<file path="config.mk">
export PLATFORM = sky130hd
export DESIGN_NAME = sync_fifo_pro
export DESIGN_NICKNAME = d
export VERILOG_FILES = /design/src/rtl/sync_fifo_pro.sv
export SDC_FILE = /design/constraint.sdc
export NUM_CORES = 1
export LEC_CHECK = 0
export BUFFER_PORTS_ARGS = -buffer_cell sky130_fd_sc_hd__buf_4
export CAP_MARGIN = 10
export CORE_MARGIN = 3
export CORE_UTILIZATION = 60
export CTS_BUF_LIST = sky130_fd_sc_hd__clkbuf_4 sky130_fd_sc_hd__clkbuf_8
export DETAILED_ROUTE_END_ITERATION = 8
export GPL_ROUTABILITY_DRIVEN = 0
export GPL_TIMING_DRIVEN = 0
export PLACE_DENSITY = 0.78
export REMOVE_ABC_BUFFERS = 1
export SETUP_SLACK_MARGIN = 0.3
export SKIP_LAST_GASP = 1
export SLEW_MARGIN = 20
export SYNTH_ARGS = -nofsm -noshare
export SYNTH_HDL_FRONTEND = slang
export SYNTH_SLANG_ARGS = --single-unit
</file>
<file path="constraint.sdc">
create_clock -name clk -period 7.1 [get_ports clk]
set_input_delay 0.71 -clock clk [delete_from_list [all_inputs] [get_ports clk]]
set_output_delay 0.71 -clock clk [all_outputs]
set_load 0.05 [all_outputs]
</file>
<file path="src/rtl/sync_fifo_pro.sv">
// Parametrised single-clock FIFO with registered read data, handshake pulses and occupancy flags.
// Optional high-water mark on max_count is enabled by defining FIFO_HIGH_WATERMARK_EN.
module sync_fifo_pro #(
  parameter int FIFO_WIDTH = 16,
  parameter int FIFO_DEPTH = 8,
  parameter int AF_LEVEL   = FIFO_DEPTH - 1,
  parameter int AE_LEVEL   = 1,
  parameter int CNT_W      = $clog2(FIFO_DEPTH + 1)
) (
  input  logic                  clk,
  input  logic                  rst_n,
  input  logic                  flush,
  input  logic                  wr_en,
  input  logic [FIFO_WIDTH-1:0] data_in,
  input  logic                  rd_en,
  output logic [FIFO_WIDTH-1:0] data_out,
  output logic                  wr_ack,
  output logic                  overflow,
  output logic                  underflow,
  output logic                  full,
  output logic                  empty,
  output logic                  almostfull,
  output logic                  almostempty,
  output logic [CNT_W-1:0]      count,
  output logic [CNT_W-1:0]      max_count
);

  localparam int PTR_W = $clog2(FIFO_DEPTH);
  localparam logic [CNT_W-1:0] DEPTH_C  = CNT_W'(FIFO_DEPTH);
  localparam logic [CNT_W-1:0] AF_C     = CNT_W'(AF_LEVEL);
  localparam logic [CNT_W-1:0] AE_C     = CNT_W'(AE_LEVEL);
  localparam logic [PTR_W-1:0] PTR_LAST = PTR_W'(FIFO_DEPTH - 1);

  if (FIFO_WIDTH < 1 || FIFO_DEPTH < 2 || AE_LEVEL < 1 || AE_LEVEL >= AF_LEVEL ||
      AF_LEVEL >= FIFO_DEPTH || CNT_W != $clog2(FIFO_DEPTH + 1)) begin : g_param_err
    $error("sync_fifo_pro: illegal parameter combination");
  end

  logic [FIFO_WIDTH-1:0] r_mem [FIFO_DEPTH];
  logic [PTR_W-1:0]      r_wr_ptr;
  logic [PTR_W-1:0]      r_rd_ptr;
  logic [CNT_W-1:0]      r_count;
  logic [FIFO_WIDTH-1:0] r_data_out;
  logic                  r_wr_ack;
  logic                  r_overflow;
  logic                  r_underflow;

  logic                  w_wr_acc;
  logic                  w_rd_acc;
  logic [CNT_W-1:0]      w_count_next;

  // Wrap by explicit compare so non-power-of-two depths index correctly.
  function automatic logic [PTR_W-1:0] ptr_inc(input logic [PTR_W-1:0] p);
    return (p == PTR_LAST) ? '0 : p + 1'b1;
  endfunction

  assign full        = (r_count == DEPTH_C);
  assign empty       = (r_count == '0);
  assign almostfull  = (r_count >= AF_C) && !full;
  assign almostempty = !empty && (r_count <= AE_C);

  assign w_wr_acc = wr_en && !full;
  assign w_rd_acc = rd_en && !empty;

  always_comb begin
    // NOTE: default assignment first so every path drives the signal and no latch is inferred.
    w_count_next = r_count;
    if (flush)
      w_count_next = '0;
    else if (w_wr_acc && !w_rd_acc)
      w_count_next = r_count + 1'b1;
    else if (!w_wr_acc && w_rd_acc)
      w_count_next = r_count - 1'b1;
  end

  // NOTE: sequential state uses non-blocking assignments so all registers update from pre-edge values.
  always_ff @(posedge clk or negedge rst_n) begin
    if (!rst_n) begin
      r_wr_ptr    <= '0;
      r_rd_ptr    <= '0;
      r_count     <= '0;
      r_data_out  <= '0;
      r_wr_ack    <= 1'b0;
      r_overflow  <= 1'b0;
      r_underflow <= 1'b0;
    end else if (flush) begin
      r_wr_ptr    <= '0;
      r_rd_ptr    <= '0;
      r_count     <= '0;
      r_wr_ack    <= 1'b0;
      r_overflow  <= 1'b0;
      r_underflow <= 1'b0;
    end else begin
      r_count     <= w_count_next;
      r_wr_ack    <= w_wr_acc;
      r_overflow  <= wr_en && full;
      r_underflow <= rd_en && empty;
      if (w_wr_acc)
        r_wr_ptr <= ptr_inc(r_wr_ptr);
      if (w_rd_acc) begin
        r_rd_ptr   <= ptr_inc(r_rd_ptr);
        r_data_out <= r_mem[r_rd_ptr];
      end
    end
  end

  // NOTE: storage has no reset; contents are only observable after being written.
  always_ff @(posedge clk) begin
    if (!flush && w_wr_acc)
      r_mem[r_wr_ptr] <= data_in;
  end

`ifdef FIFO_HIGH_WATERMARK_EN
  logic [CNT_W-1:0] r_max_count;

  always_ff @(posedge clk or negedge rst_n) begin
    if (!rst_n)
      r_max_count <= '0;
    else if (flush)
      r_max_count <= '0;
    else if (w_count_next > r_max_count)
      r_max_count <= w_count_next;
  end

  assign max_count = r_max_count;
`else
  assign max_count = '0;
`endif

  assign data_out  = r_data_out;
  assign wr_ack    = r_wr_ack;
  assign overflow  = r_overflow;
  assign underflow = r_underflow;
  assign count     = r_count;

endmodule

</file>
==> results of run 1 <==
[synthesized netlist by cell type (2+ instances only)]
cell type / n
sky130_fd_sc_hd__edfxtp_1: 128
sky130_fd_sc_hd__nor2_1: 35
sky130_fd_sc_hd__mux4_2: 32
sky130_fd_sc_hd__dfrtp_1: 29
sky130_fd_sc_hd__a21oi_1: 23
sky130_fd_sc_hd__mux2i_1: 20
sky130_fd_sc_hd__nand2_1: 10
sky130_fd_sc_hd__buf_4: 7
sky130_fd_sc_hd__ha_1: 7
sky130_fd_sc_hd__clkbuf_1: 6
sky130_fd_sc_hd__nand2b_1: 6
sky130_fd_sc_hd__o21ai_0: 6
sky130_fd_sc_hd__buf_2: 5
sky130_fd_sc_hd__inv_1: 4
sky130_fd_sc_hd__nor3_1: 4
sky130_fd_sc_hd__a211oi_1: 3
sky130_fd_sc_hd__nand3_1: 3
sky130_fd_sc_hd__or3_1: 3
sky130_fd_sc_hd__a21o_1: 2
sky130_fd_sc_hd__nand3b_1: 2
sky130_fd_sc_hd__nand4_1: 2
sky130_fd_sc_hd__nor2b_1: 2
sky130_fd_sc_hd__or4_1: 2
[cell usage in the layout (no fill, tap or decap), types with 2 or more instances in the layout]
| master | instances |
|---|---|
| sky130_fd_sc_hd__clkbuf_4 | 3 |
| sky130_fd_sc_hd__ha_1 | 7 |
| sky130_fd_sc_hd__nor3_2 | 2 |
| sky130_fd_sc_hd__inv_1 | 4 |
| sky130_fd_sc_hd__or4_1 | 2 |
| sky130_fd_sc_hd__clkbuf_8 | 18 |
| sky130_fd_sc_hd__a21oi_1 | 23 |
| sky130_fd_sc_hd__nand3b_1 | 2 |
| sky130_fd_sc_hd__nand2_1 | 10 |
| sky130_fd_sc_hd__dfrtp_2 | 2 |
| sky130_fd_sc_hd__or3_1 | 3 |
| sky130_fd_sc_hd__conb_1 | 4 |
| sky130_fd_sc_hd__nor2_2 | 6 |
| sky130_fd_sc_hd__clkinvlp_4 | 2 |
| sky130_fd_sc_hd__nand3_1 | 3 |
| sky130_fd_sc_hd__o21ai_0 | 6 |
| sky130_fd_sc_hd__buf_8 | 4 |
| sky130_fd_sc_hd__dfrtp_1 | 26 |
| sky130_fd_sc_hd__mux4_2 | 32 |
| sky130_fd_sc_hd__nor2b_1 | 2 |
| sky130_fd_sc_hd__nand4_1 | 2 |
| sky130_fd_sc_hd__buf_4 | 47 |
| sky130_fd_sc_hd__clkinv_4 | 2 |
| sky130_fd_sc_hd__nand2b_1 | 6 |
| sky130_fd_sc_hd__buf_6 | 6 |
| sky130_fd_sc_hd__nor3_1 | 2 |
| sky130_fd_sc_hd__nor2_1 | 28 |
| sky130_fd_sc_hd__a211oi_1 | 3 |
| sky130_fd_sc_hd__clkinv_2 | 4 |
| sky130_fd_sc_hd__mux2i_1 | 20 |
| sky130_fd_sc_hd__bufinv_16 | 3 |
| sky130_fd_sc_hd__a21o_1 | 2 |
| sky130_fd_sc_hd__edfxtp_1 | 128 |
[per-layer routing]
metal / up-vias / track usage [%]
met3: 13 / 6.209
met5: - / 0
met1: 1644 / 29.18
met2: 89 / 36.54
li1: 1489 / -
met4: 0 / 6.312
[registers in the layout, summed over array words and instances (netlist names)]
| register | count |
|---|---|
| count | 4 |
| r_rd_ptr | 3 |
| r_mem | 128 |
| overflow | 1 |
| wr_ack | 1 |
| r_wr_ptr | 3 |
| data_out | 16 |
| underflow | 1 |
[metrics by stage]
stage,hold slack (ns),util [%]
2_1_floorplan,0.4144,-
3_3_place_gp,0.5098,67.22
3_5_place_dp,0.5179,69.14
4_1_cts,0.2040,73.27
5_1_grt,0.2120,73.29
6_report,0.2008,73.29
[cell type report]
cell class,instances,share of cell area [%]
flip-flops and latches,157,62.44
repair buffers,58,6.932
clock inverters,11,1.946
inverters,5,0.3244
well taps,133,2.271
clock buffers,21,3.688
multi-input cells,174,22.40
[cells by family (layout without fill, tap and decap cells)]
| family | count (synthesis) | after routing | synth area share [%] |
|---|---|---|---|
| simple gates | 75 | 75 | 5.933 |
| other cells | 1 | 4 | 0.05947 |
| compound gates | 36 | 36 | 3.353 |
| buf+inv | 25 | 95 | 2.202 |
| fa+ha+maj | 7 | 7 | 1.389 |
| mux | 52 | 52 | 14.60 |
| flops | 157 | 157 | 72.46 |
[worst paths after layout]
kind	startpoint	to	slack (ns)	cells after the start
min reg2reg	data_out[15]	data_out[15]	0.53	2
max in group asynchronous	rst_n	r_rd_ptr[0]	6.57	1
min	rst_n	count[2]	0.20	1
max	count[0]	r_mem[0][4]	4.28	8
max reg2reg	count[0]	r_mem[0][4]	4.28	8
min in group clk	data_in[5]	r_mem[7][5]	0.50	1
[where the power goes]
part | total, mW | internal [mW] | switching, mW
logic | 0.762 | 0.301 | 0.461
clock network | 0.678 | 0.368 | 0.310
registers | 1.18 | 1.08 | 0.104
==> implementation parameters, run 1 <==
Parameter                              Value

Job
  Number of maximum-capacitance constraint violations    0

STA
  Actual transition at the worst max-transition pin    0.8194 ns
  Final clock period utilization by the worst path    just under 40%
  Highest achievable clock rate    roughly 0.35 GHz
  Crit path time final    around 2.8 ns
  Max_slew headroom    a little under half
  Clock skew after layout    slightly above 0.01 ns
  Final count of negative-setup-slack endpoints    0
  Final hold vios    0
  Worst-case setup margin in the final layout    around 4.3 ns
  Sum of negative setup slack    0 ns
  Number of max-slew violations in the final report    0
  Setup repair after global routing missed its margin    no

CTS
  Resized cells post-CTS    0
  Clock latency on the worst-skew pair    around 0.44 ns
  Post-CTS setup buffers    0
  Number of levels in the clock H-tree    4
  Clock transition at path regs    ~0.08 ns
  Cts bufs inserted    17
  CTS tree    yes
  Number of sinks on the clock net    ~160
  Hold buffer count at CTS    0
  Clk root buf    sky130_fd_sc_hd__clkbuf_8
  Bufs on Longest Clock Path    2

Worst setup path
  Nature of the critical path endpoint    register
  Worst path arrival time    2.97 ns
  Startpoint types    register
  Max incr delay on CP    about 0.51 ns
  Worst-path cell with the longest stage delay    sky130_fd_sc_hd__nor3_2
  Chain of cells forming the critical path    inv_1 -> ha_1 -> nand3b_2 -> clkinv_4 -> or3_1 -> nor3_2 -> buf_6 -> buf_6
  Worst Path Required    7.25 ns
  Worst setup path class    register to register
  WP buf/inv    4
  Largest fanout on the critical path    7
  Dominant cell type by count on the critical path    sky130_fd_sc_hd__buf_6
  Family of cells with the greatest summed delay on the critical path    simple AND/OR/NAND/NOR gates

Cells and area
  Finished Cell Area    7328 sq um
  Total number of nets in the final design    approximately 440
  Area of all sequential standard cells    around 4600 sq um
  Share of cells above drive strength 1    32.63%
  Final-layout fill cell count    609
  Count of inserted antenna diode cells    0
  Footprint of the multi-input gates    around 1600 sq um
  Layout-stage area growth over the synthesis result    16.21%
  Number of standard cells in the layout, taps in and fillers out    559

Drt
  Via count    approximately 3.2k
  Met1 Wirelength    5.001 mm
  Highest routed layer    met4
  Remaining antenna violation count    0
  Number of optimization iterations in the first detailed-route pass    4
  Routed length on met2    between 6 and 7 mm
  Detailed route wirelength on metal3    around 540 microns
  Wire length per cell    ~21 microns
  Remaining DRCs    0
  Detailed Route Iter0 Violations    roughly 190
  Via density per instance    roughly 5.8
  Total wirelength of the detailed-routed design    approximately 12 mm

Power
  Standby leakage power    2.538 nW
  P per Cell Area    between 300 and 400 nW/um^2
  Peak supply drop    0.0001989 V
  Tot Pwr    roughly 2.6 mW

Floorplan
  Count of pins on the block boundary    52
  Area of the core region    10000 sq um
  Die Span X    approximately 110 microns
  Chip height    about 110 microns
  Site row count    36
  Area of the die    ~12000 sq um
  Effective utilization at floorplan    63.06%

Global route
  Total gr overflow    0
  Pin count of the biggest net entering global routing    36
  Number of global-route vias before repair    ~3.4k
  Number of antenna violations at the first check in global routing    0
  Wire length of the first global-routing pass    18.46 mm
  Global-route usage over all layers    between 20% and 30%

Logic synthesis
  Leading cell types by total area after synthesis    sky130_fd_sc_hd__edfxtp_1 (61%), sky130_fd_sc_hd__dfrtp_1 (12%), sky130_fd_sc_hd__mux4_2 (11%)
  Primary flip-flop cell chosen by synthesis mapping    sky130_fd_sc_hd__edfxtp_1
  Post-synth cell types    35
  Mapped Avg Cell Area    17.86 sq um
  Count of flip-flops with a built-in enable after synthesis    ~130
  Count of mapped cells out of synthesis    353
  Mapped Area    6306 sq um
  Fraction of registers with async set or reset after synthesis    a little under a fifth
  Cell type with the highest aggregate area in the netlist    sky130_fd_sc_hd__edfxtp_1
  Post-synthesis register bit count    157
  Total number of yosys warnings    0
  Share of synthesized area occupied by flip-flops and latches    72.46%
  Fraction of post-synthesis cell area in the top cell type by area    between 60 and 70%

Hold path
  Type of the worst min-delay path    primary input to asynchronous set/reset pin

Outcome
  Outcome    finished, final reports clean

Placed design
  Estimated wirelength of the detail-placed design    between 7 and 8 mm
  Post-Place Cell Area    around 6900 sq um
  Worst slack at placement    about 4.3 ns
  Buffers added on ports    47
  Instance count after placement with tap cells included    about 530
No activity file was read; power rests on OpenSTA's default activity.
==> run 2: changes to the inputs <==
--- a/config.mk
+++ b/config.mk
@@ -8,12 +8,12 @@
 export BUFFER_PORTS_ARGS = -buffer_cell sky130_fd_sc_hd__buf_4
 export CAP_MARGIN = 10
 export CORE_MARGIN = 3
-export CORE_UTILIZATION = 60
+export CORE_UTILIZATION = 56
 export CTS_BUF_LIST = sky130_fd_sc_hd__clkbuf_4 sky130_fd_sc_hd__clkbuf_8
 export DETAILED_ROUTE_END_ITERATION = 8
 export GPL_ROUTABILITY_DRIVEN = 0
 export GPL_TIMING_DRIVEN = 0
-export PLACE_DENSITY = 0.78
+export PLACE_DENSITY = 0.76
 export REMOVE_ABC_BUFFERS = 1
 export SETUP_SLACK_MARGIN = 0.3
 export SKIP_LAST_GASP = 1
==> constraint.sdc (replaced) <==
create_clock -name clk -period 2.4 [get_ports clk]
set_input_delay 0.24 -clock clk [delete_from_list [all_inputs] [get_ports clk]]
set_output_delay 0.24 -clock clk [all_outputs]
set_load 0.05 [all_outputs]
==> implementation parameters, run 2 (synthesized netlist as in run 1, its figures left out) <==
Parameter                              Value

CTS
  Clock latency on the worst-skew pair    0.45 ns
  Bufs on Longest Clock Path    2
  Cts bufs inserted    17
  Clk root buf    sky130_fd_sc_hd__clkbuf_8
  Clock transition at path regs    0.08 ns
  Number of levels in the clock H-tree    4
  CTS tree    yes
  Number of sinks on the clock net    roughly 160

Global route
  Met1 Track Usage GR    27.39%
  Number of global-route vias before repair    3415
  Global-route usage over all layers    between 20% and 30%
  Wire length of the first global-routing pass    ~19 mm
  Pin count of the biggest net entering global routing    36
  GR Layer Usage met2    32.82%
  Total gr overflow    0
  Number of antenna violations at the first check in global routing    0
  Global Route met3 Usage    5.445%
  Most used routing layer in global routing    met2

STA
  Number of max-slew violations in the final report    0
  Final clock period utilization by the worst path    ~83%
  Setup repair after global routing missed its margin    no
  Crit path time final    slightly below 2 ns
  Final count of negative-setup-slack endpoints    0
  Worst-case setup margin in the final layout    between 0.4 and 0.5 ns
  Actual transition at the worst max-transition pin    roughly 1.2 ns
  Clock skew after layout    0.01680 ns
  Highest achievable clock rate    approximately 0.50 GHz
  Max_slew headroom    ~21%
  Final hold vios    0

Worst setup path
  Launching instance or port of the critical path    count[1]
  Chain of cells forming the critical path    inv_1 -> ha_4 -> nand3b_4 -> clkinv_4 -> or3_4 -> nor3_4 -> buf_6
  Max incr delay on CP    approximately 0.41 ns
  Largest fanout on the critical path    7
  Launching point of the worst reg2reg path    count[1]
  Startpoint types    register
  Worst setup path class    register to register
  Worst-path cell with the longest stage delay    sky130_fd_sc_hd__or3_4
  Nature of the critical path endpoint    register
  Worst Path Required    approximately 2.6 ns
  Worst path arrival time    around 2.1 ns

Power
  Tot Pwr    7.781 mW
  Standby leakage power    about 2.7 nW
  Peak supply drop    just over 0.0006 V
  P per Cell Area    a little over 1000 nW/um^2

Outcome
  Outcome    finished, final reports clean

Placed design
  Post-Place Cell Area    roughly 7000 sq um
  Buffers added on ports    47
  Worst slack at placement    -0.2772 ns
  Estimated wirelength of the detail-placed design    around 7.3 mm
  Instance count after placement with tap cells included    roughly 530

Cells and area
  Leading cell type in the layout, fill and taps excluded    sky130_fd_sc_hd__edfxtp_1
  Finished Cell Area    about 7600 sq um
  Final-layout fill cell count    between 700 and 800
  Most frequent cells in the layout    sky130_fd_sc_hd__edfxtp_1 (128), sky130_fd_sc_hd__buf_4 (63), sky130_fd_sc_hd__mux4_2 (32)
  Share of cells above drive strength 1    approximately 36%
  Area of all sequential standard cells    between 4000 and 5000 sq um
  Total number of nets in the final design    463
  Register bank with the most flops    r_mem
  Number of standard cells in the layout, taps in and fillers out    588
  Footprint of the multi-input gates    between 1500 and 2000 sq um
  Count of inserted antenna diode cells    0
  Utilization after layout    around 69%
  Flip-flop count of the largest register, all copies and words added    roughly 130
  Layout-stage area growth over the synthesis result    20.30%

Hold path
  Type of the worst min-delay path    primary input to register
  Min-Delay Startpoint    data_in[6]

Drt
  Via density per instance    5.832
  Via count    3429
  Remaining antenna violation count    0
  Detailed Route Iter0 Violations    276
  Number of optimization iterations in the first detailed-route pass    5
  Remaining DRCs    0
  Wire length per cell    between 20 and 25 microns
  Total wirelength of the detailed-routed design    around 12 mm

Floorplan
  Effective utilization at floorplan    about 58%
  Count of pins on the block boundary    52
  Area of the die    approximately 13000 sq um
  Site row count    38
  Area of the core region    10940 sq um
  Die Span X    112.1 microns
  Chip height    between 100 and 150 microns

Job
  Number of maximum-capacitance constraint violations    0
-- run 2: timing repair --
action,in CTS,in global routing
endpoints found under the setup margin,134,60
gates resized for setup,14,2
hold buffers,2,2
pin swaps,8,4
buffers inserted,14,4
endpoints found under the hold margin,30,3
-- run 2: per-layer routing --
layer / vias to the layer above / wire length (microns)
met3: 18 / 694
met2: 126 / 6260
met5: - / 0
met1: 1749 / 5051
met4: 0 / 214
li1: 1536 / -
-- run 2: cell type report --
class / count / area share [%]
inverter: 5 / 0.3134
tap: 140 / 2.309
sequential: 157 / 60.33
timing repair buffer: 80 / 9.286
multi-input combinational: 174 / 22.66
clock buffer: 20 / 3.629
clock inverter: 12 / 1.468
-- run 2: where the power goes --
group	internal (mW)	switching (mW)
Clock	0.909	0.939
Sequential	3.19	0.243
Combinational	1.01	1.49
-- run 2: critical path, delay by kind of cell, from the launching register on --
kind	cells	cell delay [ns]
DFF	1	0.36
buffers and inverters	3	0.36
and+or+nand+nor	3	0.75
adders and majority gates	1	0.21
-- run 2: final timing paths --
check                      cells after the start  slack [ns]     endpoint
setup / recovery                               7        0.41  r_mem[0][2]
max in group asynchronous                      2        1.77     count[2]
hold / removal                                 1        0.03  r_mem[0][6]
min in group asynchronous                      2        0.28  r_wr_ptr[0]
setup reg to reg                               7        0.41  r_mem[0][2]
hold reg to reg                                2        0.53  data_out[0]
-- run 2: through the flow --
step	setup TNS, ns	hold WS (ns)
after floorplan	-84.75	-0.05559
after global placement	-155.09	0.2158
after detailed placement	-19.63	0.2216
after CTS	0	0.0004447
after global routing	0	0.004256
final	0	0.02514
